### src/rtl/cs_m_layer.sv
// CS-Cipher M-layer stage: applies the byte-pair mixing function M to a 64-bit word,
// routing all eight lookups through a single shared P permutation, one byte per cycle.
module cs_m_layer (
    input  logic        clk,
    input  logic        rst,
    input  logic        in_valid,
    output logic        in_ready,
    input  logic [63:0] in_data,
    output logic        out_valid,
    input  logic        out_ready,
    output logic [63:0] out_data,
    output logic        busy
);

    typedef enum logic [1:0] {IDLE, CALC, DONE} state_t;

    state_t      state_reg, state_next;
    logic [2:0]  cnt_reg, cnt_next;
    logic [63:0] work_reg;
    logic [63:0] result_reg;

    logic [7:0]  xl_arr [4];
    logic [7:0]  xr_arr [4];
    logic [7:0]  sel_xl, sel_xr;
    logic [7:0]  p_in, p_out;
    logic [2:0]  byte_idx;

    function automatic logic [3:0] f_nib(input logic [3:0] x);
        logic [3:0] y;
        case (x)
            4'h0: y = 4'hF;  4'h1: y = 4'hD;  4'h2: y = 4'hB;  4'h3: y = 4'hB;
            4'h4: y = 4'h7;  4'h5: y = 4'h5;  4'h6: y = 4'h7;  4'h7: y = 4'h7;
            4'h8: y = 4'hE;  4'h9: y = 4'hD;  4'hA: y = 4'hA;  4'hB: y = 4'hB;
            4'hC: y = 4'hE;  4'hD: y = 4'hD;  4'hE: y = 4'hE;  default: y = 4'hF;
        endcase
        return y;
    endfunction

    function automatic logic [3:0] g_nib(input logic [3:0] x);
        logic [3:0] y;
        case (x)
            4'h0: y = 4'hA;  4'h1: y = 4'h6;  4'h2: y = 4'h0;  4'h3: y = 4'h2;
            4'h4: y = 4'hB;  4'h5: y = 4'hE;  4'h6: y = 4'h1;  4'h7: y = 4'h8;
            4'h8: y = 4'hD;  4'h9: y = 4'h4;  4'hA: y = 4'h5;  4'hB: y = 4'h3;
            4'hC: y = 4'hF;  4'hD: y = 4'hC;  4'hE: y = 4'h7;  default: y = 4'h9;
        endcase
        return y;
    endfunction

    // P is a three-round nibble Feistel built from f and g
    function automatic logic [7:0] p_perm(input logic [7:0] x);
        logic [3:0] t, u, v;
        t = x[7:4] ^ f_nib(x[3:0]);
        u = x[3:0] ^ g_nib(t);
        v = t ^ f_nib(u);
        return {v, u};
    endfunction

    function automatic logic [7:0] rotl1(input logic [7:0] x);
        return {x[6:0], x[7]};
    endfunction

    genvar gi;
    generate
        for (gi = 0; gi < 4; gi++) begin : g_pair
            assign xl_arr[gi] = work_reg[16*gi+8 +: 8];
            assign xr_arr[gi] = work_reg[16*gi   +: 8];
        end
    endgenerate

    // Even steps produce yl (upper byte of the pair), odd steps produce yr
    always_comb begin
        sel_xl   = xl_arr[cnt_reg[2:1]];
        sel_xr   = xr_arr[cnt_reg[2:1]];
        p_in     = cnt_reg[0] ? (rotl1(sel_xl) ^ sel_xr)
                              : (((rotl1(sel_xl) & 8'h55) ^ sel_xl) ^ sel_xr);
        p_out    = p_perm(p_in);
        byte_idx = {cnt_reg[2:1], ~cnt_reg[0]};
    end

    always_comb begin
        state_next = state_reg;
        cnt_next   = cnt_reg;
        case (state_reg)
            IDLE: if (in_valid) begin
                state_next = CALC;
                cnt_next   = 3'd0;
            end
            CALC: begin
                cnt_next = cnt_reg + 3'd1;
                if (cnt_reg == 3'd7) state_next = DONE;
            end
            DONE: if (out_ready) state_next = IDLE;
            default: state_next = IDLE;
        endcase
    end

    always_ff @(posedge clk) begin
        if (rst) begin
            state_reg  <= IDLE;
            cnt_reg    <= 3'd0;
            work_reg   <= 64'h0;
            result_reg <= 64'h0;
        end else begin
            state_reg <= state_next;
            cnt_reg   <= cnt_next;
            if (state_reg == IDLE && in_valid)
                work_reg <= in_data;
            if (state_reg == CALC) begin
                for (int i = 0; i < 8; i++) begin
                    if (byte_idx == 3'(i))
                        result_reg[8*i +: 8] <= p_out;
                end
            end
        end
    end

    assign in_ready  = (state_reg == IDLE);
    assign out_valid = (state_reg == DONE);
    assign busy      = (state_reg != IDLE);
    assign out_data  = result_reg;

endmodule

### config.mk
export PLATFORM = sky130hd
export DESIGN_NAME = cs_m_layer
export DESIGN_NICKNAME = d
export VERILOG_FILES = /design/src/rtl/cs_m_layer.sv
export SDC_FILE = /design/constraint.sdc
export NUM_CORES = 1
export LEC_CHECK = 0
export CAP_MARGIN = 0
export CORE_MARGIN = 5
export CORE_UTILIZATION = 44
export CTS_CLUSTER_DIAMETER = 50
export DETAILED_ROUTE_END_ITERATION = 10
export GPL_ROUTABILITY_DRIVEN = 0
export MAX_ROUTING_LAYER = met4
export PLACE_DENSITY = 0.71
export SLEW_MARGIN = 10
export SYNTH_ARGS = -nofsm -noshare
export SYNTH_HDL_FRONTEND = slang
export SYNTH_SLANG_ARGS = --single-unit
### constraint.sdc
create_clock -name clk -period 6.1 [get_ports clk]
set_input_delay 0.61 -clock clk [delete_from_list [all_inputs] [get_ports clk]]
set_output_delay 0.61 -clock clk [all_outputs]
set_load 0.01 [all_outputs]
Word level (Yosys, flattened, before mapping)
Memories as Yosys holds them, arrays and structs flattened.
Cells that the tools add are included.

operators by class
  magnitude comparators = 1
  add/subtract/negate cells = 1
  bitwise operators = 8
  mux-type cells = 13
  reductions and logical operators = 15
  equality and inequality tests = 13

operators by type and width
  kind                                                                     count
  8-bit 2-to-1 mux                                                         5
  8-bit binary-select mux with 2-bit select                                2
  2-bit AND reduction                                                      9
  8-bit bitwise XOR                                                        2
  3-bit equality test, second input constant                               5
  4-bit bitwise XOR                                                        3
  7-bit by 8-bit bitwise XOR with 8-bit output                             1
  3-bit by 2-bit equality test with 1-bit output, second input constant    2
  2-bit 2-to-1 mux                                                         3
  2-bit case mux with 3 select lines                                       1
  3-bit case mux with 2 select lines                                       1
  2-bit inequality test, second input constant                             2
  2-bit nonzero test                                                       2
  3-bit by 1-bit adder with 3-bit output, second input constant            1
  3-bit by 1-bit equality test with 1-bit output, second input constant    1
  3-bit greater-or-equal comparator, second input constant                 1
  3-bit zero test                                                          1
  3-bit 2-to-1 mux                                                         1
  2-bit inverter with 3-bit output                                         1
  3-bit AND reduction                                                      1
  2-bit by 1-bit equality test with 1-bit output, second input constant    1
  2-bit equality test, second input constant                               1
  2-bit zero test                                                          1
  2-bit by 1-bit inequality test with 1-bit output, second input constant  1
  2 further kinds                                                          2

storage, ports and cells
  memories = 3
  word-level logic and storage cells = 65
  output and inout bits = 67
  register bits = 133
  memory bits (read-only) = 192
  bits of input ports = 68

memories
  name              depth  width  rd ports  clocked after memory_dff  wr ports  line  source
  (name not given)  16     4      1         0                         0         30    case (x)
  (name not given)  16     4      1         0                         0         41    case (x)
  (name not given)  16     4      1         0                         0         30

Logic depth before layout (Yosys ltp)
An unclocked memory read counts as a cell.

  depth in word-level cells = 13
  gate-level depth with buffers = 14
  mapped depth without buffers = 9

Worst setup path before layout
OpenSTA, ideal clock, no wires.

  kind = register to register
  from = register cnt_reg[1]
  to = register result_reg[30] (netlist: out_data[30])
  library setup time = 0.139 ns
  cell stages (with the launch flop) = 12
  slack = 2.650 ns
  required time = 5.961 ns
  data arrival time = 3.311 ns
  clock period less this slack = 3.450 ns
  path through = dfxtp_1 -> buf_4 -> buf_6 -> mux4_2 -> xnor2_1 -> xnor2_1 -> a21oi_1 -> nor2_1 -> a211oi_1 -> a221o_1 -> o41ai_4 -> a211oi_1

between the ends
  cells in the longest elaborated chain, start to end = 13

RTL lines
  element                                                 line    source
  start, declared                                         18      logic [2:0] cnt_reg, cnt_next;
  start signal, assigned                                  106     cnt_reg <= cnt_next;
  2-bit inverter with 3-bit output (not written as such)  73, 74
  8-bit binary-select mux with 2-bit select               73      sel_xl = xl_arr[cnt_reg[2:1]];
  8-bit 2-to-1 mux (not written as such) (2 in a row)     73
  7-bit by 8-bit bitwise XOR with 8-bit output            76      : (((rotl1(sel_xl) & 8'h55) ^ sel_xl) ^ sel_xr);
  8-bit bitwise XOR                                       76
  8-bit 2-to-1 mux                                        75      p_in = cnt_reg[0] ? (rotl1(sel_xl) ^ sel_xr)
  memory 16 x 4 bit                                       -
  4-bit bitwise XOR                                       53      t = x[7:4] ^ f_nib(x[3:0]);
  memory 16 x 4 bit                                       -
  4-bit bitwise XOR                                       54      u = x[3:0] ^ g_nib(t);
  memory 16 x 4 bit                                       -
  4-bit bitwise XOR                                       55      v = t ^ f_nib(u);
  end signal, assigned by index                           112     result_reg[8*i +: 8] <= p_out;
  end, declared                                           20      logic [63:0] result_reg;

Several ways; a longest one is shown, not always the timed one. The select of a mux whose other input is x is not followed.
A chain may end at the register's enable or synchronous reset.

Worst setup path in the final report
  from = register cnt_reg[1]
  to = register result_reg[27] (netlist: out_data[27])

between the ends
  cells in the longest elaborated chain, start to end = 11

RTL lines
  element                                                 line
  2-bit inverter with 3-bit output (not written as such)  73, 74
  8-bit binary-select mux with 2-bit select               73
  8-bit 2-to-1 mux (not written as such) (2 in a row)     73
  7-bit by 8-bit bitwise XOR with 8-bit output            76
  8-bit bitwise XOR                                       76
  8-bit 2-to-1 mux                                        75
  memory 16 x 4 bit                                       -
  4-bit bitwise XOR                                       53
  memory 16 x 4 bit                                       -
  4-bit bitwise XOR                                       54

Several ways; a longest one is shown, not always the timed one. The select of a mux whose other input is x is not followed.

==> report_table.html <==
<table>
<tr><th>Metric</th><th>Value</th></tr>
<tr><th colspan="2">Run status</th></tr>
<tr><td>Outcome</td><td>finished clean</td></tr>
<tr><th colspan="2">Critical path</th></tr>
<tr><td>Capture point of the worst reg-to-reg path</td><td>out_data[27]$_SDFFE_PP0P_</td></tr>
<tr><td>Worst Setup End Kind</td><td>register</td></tr>
<tr><td>Library cell contributing the largest single delay on the critical path</td><td>xnor2_2</td></tr>
<tr><td>Flop-to-flop setup slack</td><td>1170 ps</td></tr>
<tr><td>Critical path fanouts, max</td><td>26</td></tr>
<tr><td>Start point of the critical path</td><td>cnt_reg[1]$_SDFFE_PP0P_</td></tr>
<tr><td>Required @ worst endpoint</td><td>6440 ps</td></tr>
<tr><td>Worst R2R Path Depth</td><td>11</td></tr>
<tr><td>Arrival time of the worst setup path</td><td>5270 ps</td></tr>
<tr><td>Category of the critical setup timing path</td><td>reg -&gt; reg</td></tr>
<tr><td>Sum of buffers and inverters on the critical path</td><td>2</td></tr>
<tr><td>Critical path's top delay family</td><td>XOR/XNOR gates</td></tr>
<tr><td>Maximum cell stage delay along the critical path</td><td>910 ps</td></tr>
<tr><td>Critical path, cell by cell</td><td>buf_4 -&gt; mux4_2 -&gt; xor2_1 -&gt; xnor2_1 -&gt; nor3_1 -&gt; nor2_1 -&gt; mux2i_1 -&gt; xnor2_2 -&gt; buf_4 -&gt; nand2_1 -&gt; a21oi_1</td></tr>
<tr><td>Reg-to-reg startpoint</td><td>cnt_reg[1]$_SDFFE_PP0P_</td></tr>
<tr><td>Depth of the critical timing path with buffers and inverters included</td><td>11</td></tr>
<tr><td>Kind of start point of the critical path</td><td>register</td></tr>
<tr><td>Capture point of the critical path</td><td>out_data[27]$_SDFFE_PP0P_</td></tr>
<tr><td>Most repeated library cell on the critical path</td><td>buf_4</td></tr>
<tr><th colspan="2">Placed design</th></tr>
<tr><td>Detailed Place HPWL</td><td>12600 µm</td></tr>
<tr><td>Number of port buffers</td><td>134</td></tr>
<tr><th colspan="2">Timing</th></tr>
<tr><td>TNS Setup</td><td>0 ps</td></tr>
<tr><td>Final setup violation count</td><td>0</td></tr>
<tr><td>Max-slew violations</td><td>0</td></tr>
<tr><td>Worst slew slack as a fraction of its limit</td><td>14.1%</td></tr>
<tr><td>Unrepaired setup endpoints after global routing</td><td>false</td></tr>
<tr><td>Minimum clock period after layout</td><td>4930 ps</td></tr>
<tr><td>Slew at the pin with the worst max-slew slack</td><td>1280 ps</td></tr>
<tr><td>Fin. Hold Viols</td><td>0</td></tr>
<tr><td>Clk_skew</td><td>5.76 ps</td></tr>
<tr><td>Max Fclk</td><td>0.203 GHz</td></tr>
<tr><td>Final worst path period share</td><td>80.8%</td></tr>
<tr><th colspan="2">Synth</th></tr>
<tr><td>Cell type with the highest aggregate area in the netlist</td><td>dfxtp_1</td></tr>
<tr><td>Top post-synthesis cells by area</td><td>dfxtp_1, nand2_1, mux4_2</td></tr>
<tr><td>Yosys warns</td><td>0</td></tr>
<tr><td>Share of synthesized area occupied by flip-flops and latches</td><td>42.5%</td></tr>
<tr><td>Dominant register cell in the synthesized netlist</td><td>dfxtp_1</td></tr>
<tr><td>Number of distinct standard cells referenced by the synthesized netlist</td><td>50</td></tr>
<tr><td>Number of cells produced by synthesis</td><td>741</td></tr>
<tr><td>Synthesized net count</td><td>815</td></tr>
<tr><td>Most common library cells after synthesis</td><td>nand2_1, dfxtp_1, a21oi_1</td></tr>
<tr><td>Portion of synthesized cell area occupied by the leading cell type</td><td>42.5%</td></tr>
<tr><td>Flip-flop and latch count after synthesis</td><td>133</td></tr>
<tr><td>Share of flip-flops with an asynchronous set or reset</td><td>0%</td></tr>
<tr><td>Count of flip-flops with a built-in enable after synthesis</td><td>0</td></tr>
<tr><td>Cell area after synthesis</td><td>6270 µm²</td></tr>
<tr><td>Average footprint of a synthesized cell</td><td>8.46 µm²</td></tr>
<tr><td>Most frequently used cell type in the post-synthesis netlist</td><td>nand2_1</td></tr>
<tr><th colspan="2">CTS</th></tr>
<tr><td>Maximum count of clock buffers along a single path</td><td>2</td></tr>
<tr><td>H-tree levels</td><td>4</td></tr>
<tr><td>Postcts setup bufs</td><td>0</td></tr>
<tr><td>CTS Buf Count</td><td>17</td></tr>
<tr><td>Clock Sink Count</td><td>133</td></tr>
<tr><td>Total of cells resized after clock tree synthesis</td><td>0</td></tr>
<tr><td>Clock tree from TritonCTS</td><td>yes</td></tr>
<tr><td>Clock root buffer master</td><td>clkbuf_16</td></tr>
<tr><td>Hold_buf cts</td><td>0</td></tr>
<tr><td>Clock input transition at the sequential cells of the worst setup and hold paths</td><td>60 ps</td></tr>
<tr><td>Clock latency at the later pin of the worst-skew pair</td><td>420 ps</td></tr>
<tr><th colspan="2">Routing</th></tr>
<tr><td>Drt total wl</td><td>17800 µm</td></tr>
<tr><td>DRC violation total after the first TritonRoute iteration</td><td>603</td></tr>
<tr><td>Antenna-violating nets left</td><td>0</td></tr>
<tr><td>Via total after detailed routing</td><td>5790</td></tr>
<tr><td>First drt pass iteration count</td><td>5</td></tr>
<tr><td>Routed length per placed instance</td><td>17.3 µm</td></tr>
<tr><td>DR vias/cell</td><td>5.63</td></tr>
<tr><td>DRC Markers</td><td>0</td></tr>
<tr><th colspan="2">Floorplanning</th></tr>
<tr><td>Floorplan core area</td><td>13900 µm²</td></tr>
<tr><td>Placement row count</td><td>43</td></tr>
<tr><td>Die area</td><td>16700 µm²</td></tr>
<tr><td>Boundary pin count</td><td>135</td></tr>
<tr><td>Horizontal die dimension</td><td>129 µm</td></tr>
<tr><td>Starting density of the core</td><td>45.0%</td></tr>
<tr><td>DIE HEIGHT</td><td>129 µm</td></tr>
<tr><th colspan="2">Finish</th></tr>
<tr><td>Fill cell total of the finished layout</td><td>1237</td></tr>
<tr><td>Total Nets Final</td><td>913</td></tr>
<tr><td>Diode count</td><td>0</td></tr>
<tr><td>Synth-to-Final Area Change</td><td>30.3%</td></tr>
<tr><td>Fraction of final layout cells with drive strength greater than 1</td><td>7.66%</td></tr>
<tr><td>Finished Core Util</td><td>58.6%</td></tr>
<tr><th colspan="2">GRT</th></tr>
<tr><td>Vias in the first global route</td><td>5714</td></tr>
<tr><td>Largest net degree at the start of global routing</td><td>98</td></tr>
<tr><td>Initial antenna violation count</td><td>0</td></tr>
<tr><td>Wire length of the first global-routing pass</td><td>28600 µm</td></tr>
<tr><td>Global route total overflow</td><td>0</td></tr>
<tr><td>GRT Total Usage</td><td>22.1%</td></tr>
<tr><th colspan="2">Pwr</th></tr>
<tr><td>Maximum resistive drop on vdd</td><td>201 µV</td></tr>
<tr><td>LEAKAGE</td><td>0.00279 µW</td></tr>
<tr><td>Cell area power density</td><td>302 nW/µm²</td></tr>
<tr><th colspan="2">Worst hold path</th></tr>
<tr><td>Startpoint of the tightest hold check path</td><td>work_reg[32]$_SDFFE_PP0P_</td></tr>
<tr><td>Type of the tightest min-delay check</td><td>reg -&gt; reg</td></tr>
<tr><td>Worst hold path stage count</td><td>2</td></tr>
<tr><th colspan="2">Run</th></tr>
<tr><td>Number of max-capacitance violations reported</td><td>0</td></tr>
</table>
power breakdown:
part	total (µW)	switching, µW	internal (µW)	leakage, µW
sequential	937	27.2	909	0.00108
clock	924	352	572	0.000256
combinational	606	403	203	0.00145
total	2470	782	1680	0.00279
worst min path at each step:
stage,end
3_3_place_gp,out_data[19]$_SDFFE_PP0P_
3_5_place_dp,work_reg[32]$_SDFFE_PP0P_
6_report,work_reg[32]$_SDFFE_PP0P_
5_1_grt,work_reg[61]$_SDFFE_PP0P_
4_1_cts,work_reg[32]$_SDFFE_PP0P_
2_1_floorplan,work_reg[32]$_SDFFE_PP0P_
final cells by class:
| type | count | area, µm² | share of cell area [%] |
|---|---|---|---|
| Tap cell | 180 | 225 | 2.76 |
| Clock inverter | 5 | 52.6 | 0.644 |
| Sequential cell | 133 | 2660 | 32.6 |
| Multi-Input combinational cell | 536 | 3330 | 40.8 |
| Clock buffer | 24 | 472 | 5.78 |
| Timing Repair Buffer | 139 | 1380 | 16.9 |
| Inverter | 12 | 45.0 | 0.552 |
tightest hold or removal path, cell delays in order, from the launching register on:
cell     delay [ps]
dfxtp_1         300
nand2_1          50
a21oi_1          50
cells by family after synthesis:
group | after synthesis | synth area share [%]
mux | 29 | 8.23
buf+inv | 72 | 4.91
flops | 133 | 42.5
fa+ha+maj | 6 | 1.20
xor+xnor | 21 | 3.06
compound gates | 169 | 18.3
simple gates | 311 | 21.8
placed cells by master (no fill, tap or decap), types with 2 or more instances in the layout:
master	synthesis	routed
a21oi_1	79	79
or3_1	3	3
inv_1	11	11
dfxtp_1	133	132
clkbuf_8	0	2
and3_1	7	7
clkdlybuf4s50_1	0	133
o311ai_0	2	2
o311ai_1	6	6
nor2b_1	2	2
o21ai_0	2	2
clkinv_2	0	3
buf_4	1	6
xnor2_1	16	13
nand3b_1	16	16
clkbuf_16	0	17
xor2_1	4	4
nand2b_1	3	3
nor2_1	58	58
o211ai_1	24	24
or2_2	2	2
ha_1	6	6
o32a_1	8	8
a211oi_1	35	35
nand2_1	176	175
and2_1	5	4
nand4_1	16	16
mux4_2	18	18
mux2i_1	11	11
xnor2_2	1	4
nand3_1	18	18
nor3_1	2	2
clkbuf_1	46	5
routing by layer:
metal	vias to the layer above	wire [µm]	track usage, %
li1	2815	-	-
met1	2706	7920	28.3
met2	239	8370	34.5
met3	30	1230	5.44
met4	0	311	7.60
met5	-	0	-
stage by stage:
step                area (µm²)  hold slack, ps  setup WS (ps)  std cells  power (µW)
floorplan                 6270             433           2650        741        1360
global placement          7630             442           1470       1000        1530
detailed placement        7630             448           1290       1000        1540
CTS                       8160             455           1230       1029        2460
global route              8160             470            863       1029        2560
finish                    8160             453           1170       1029        2470
Note: power is estimated with default switching activity, not from simulation.
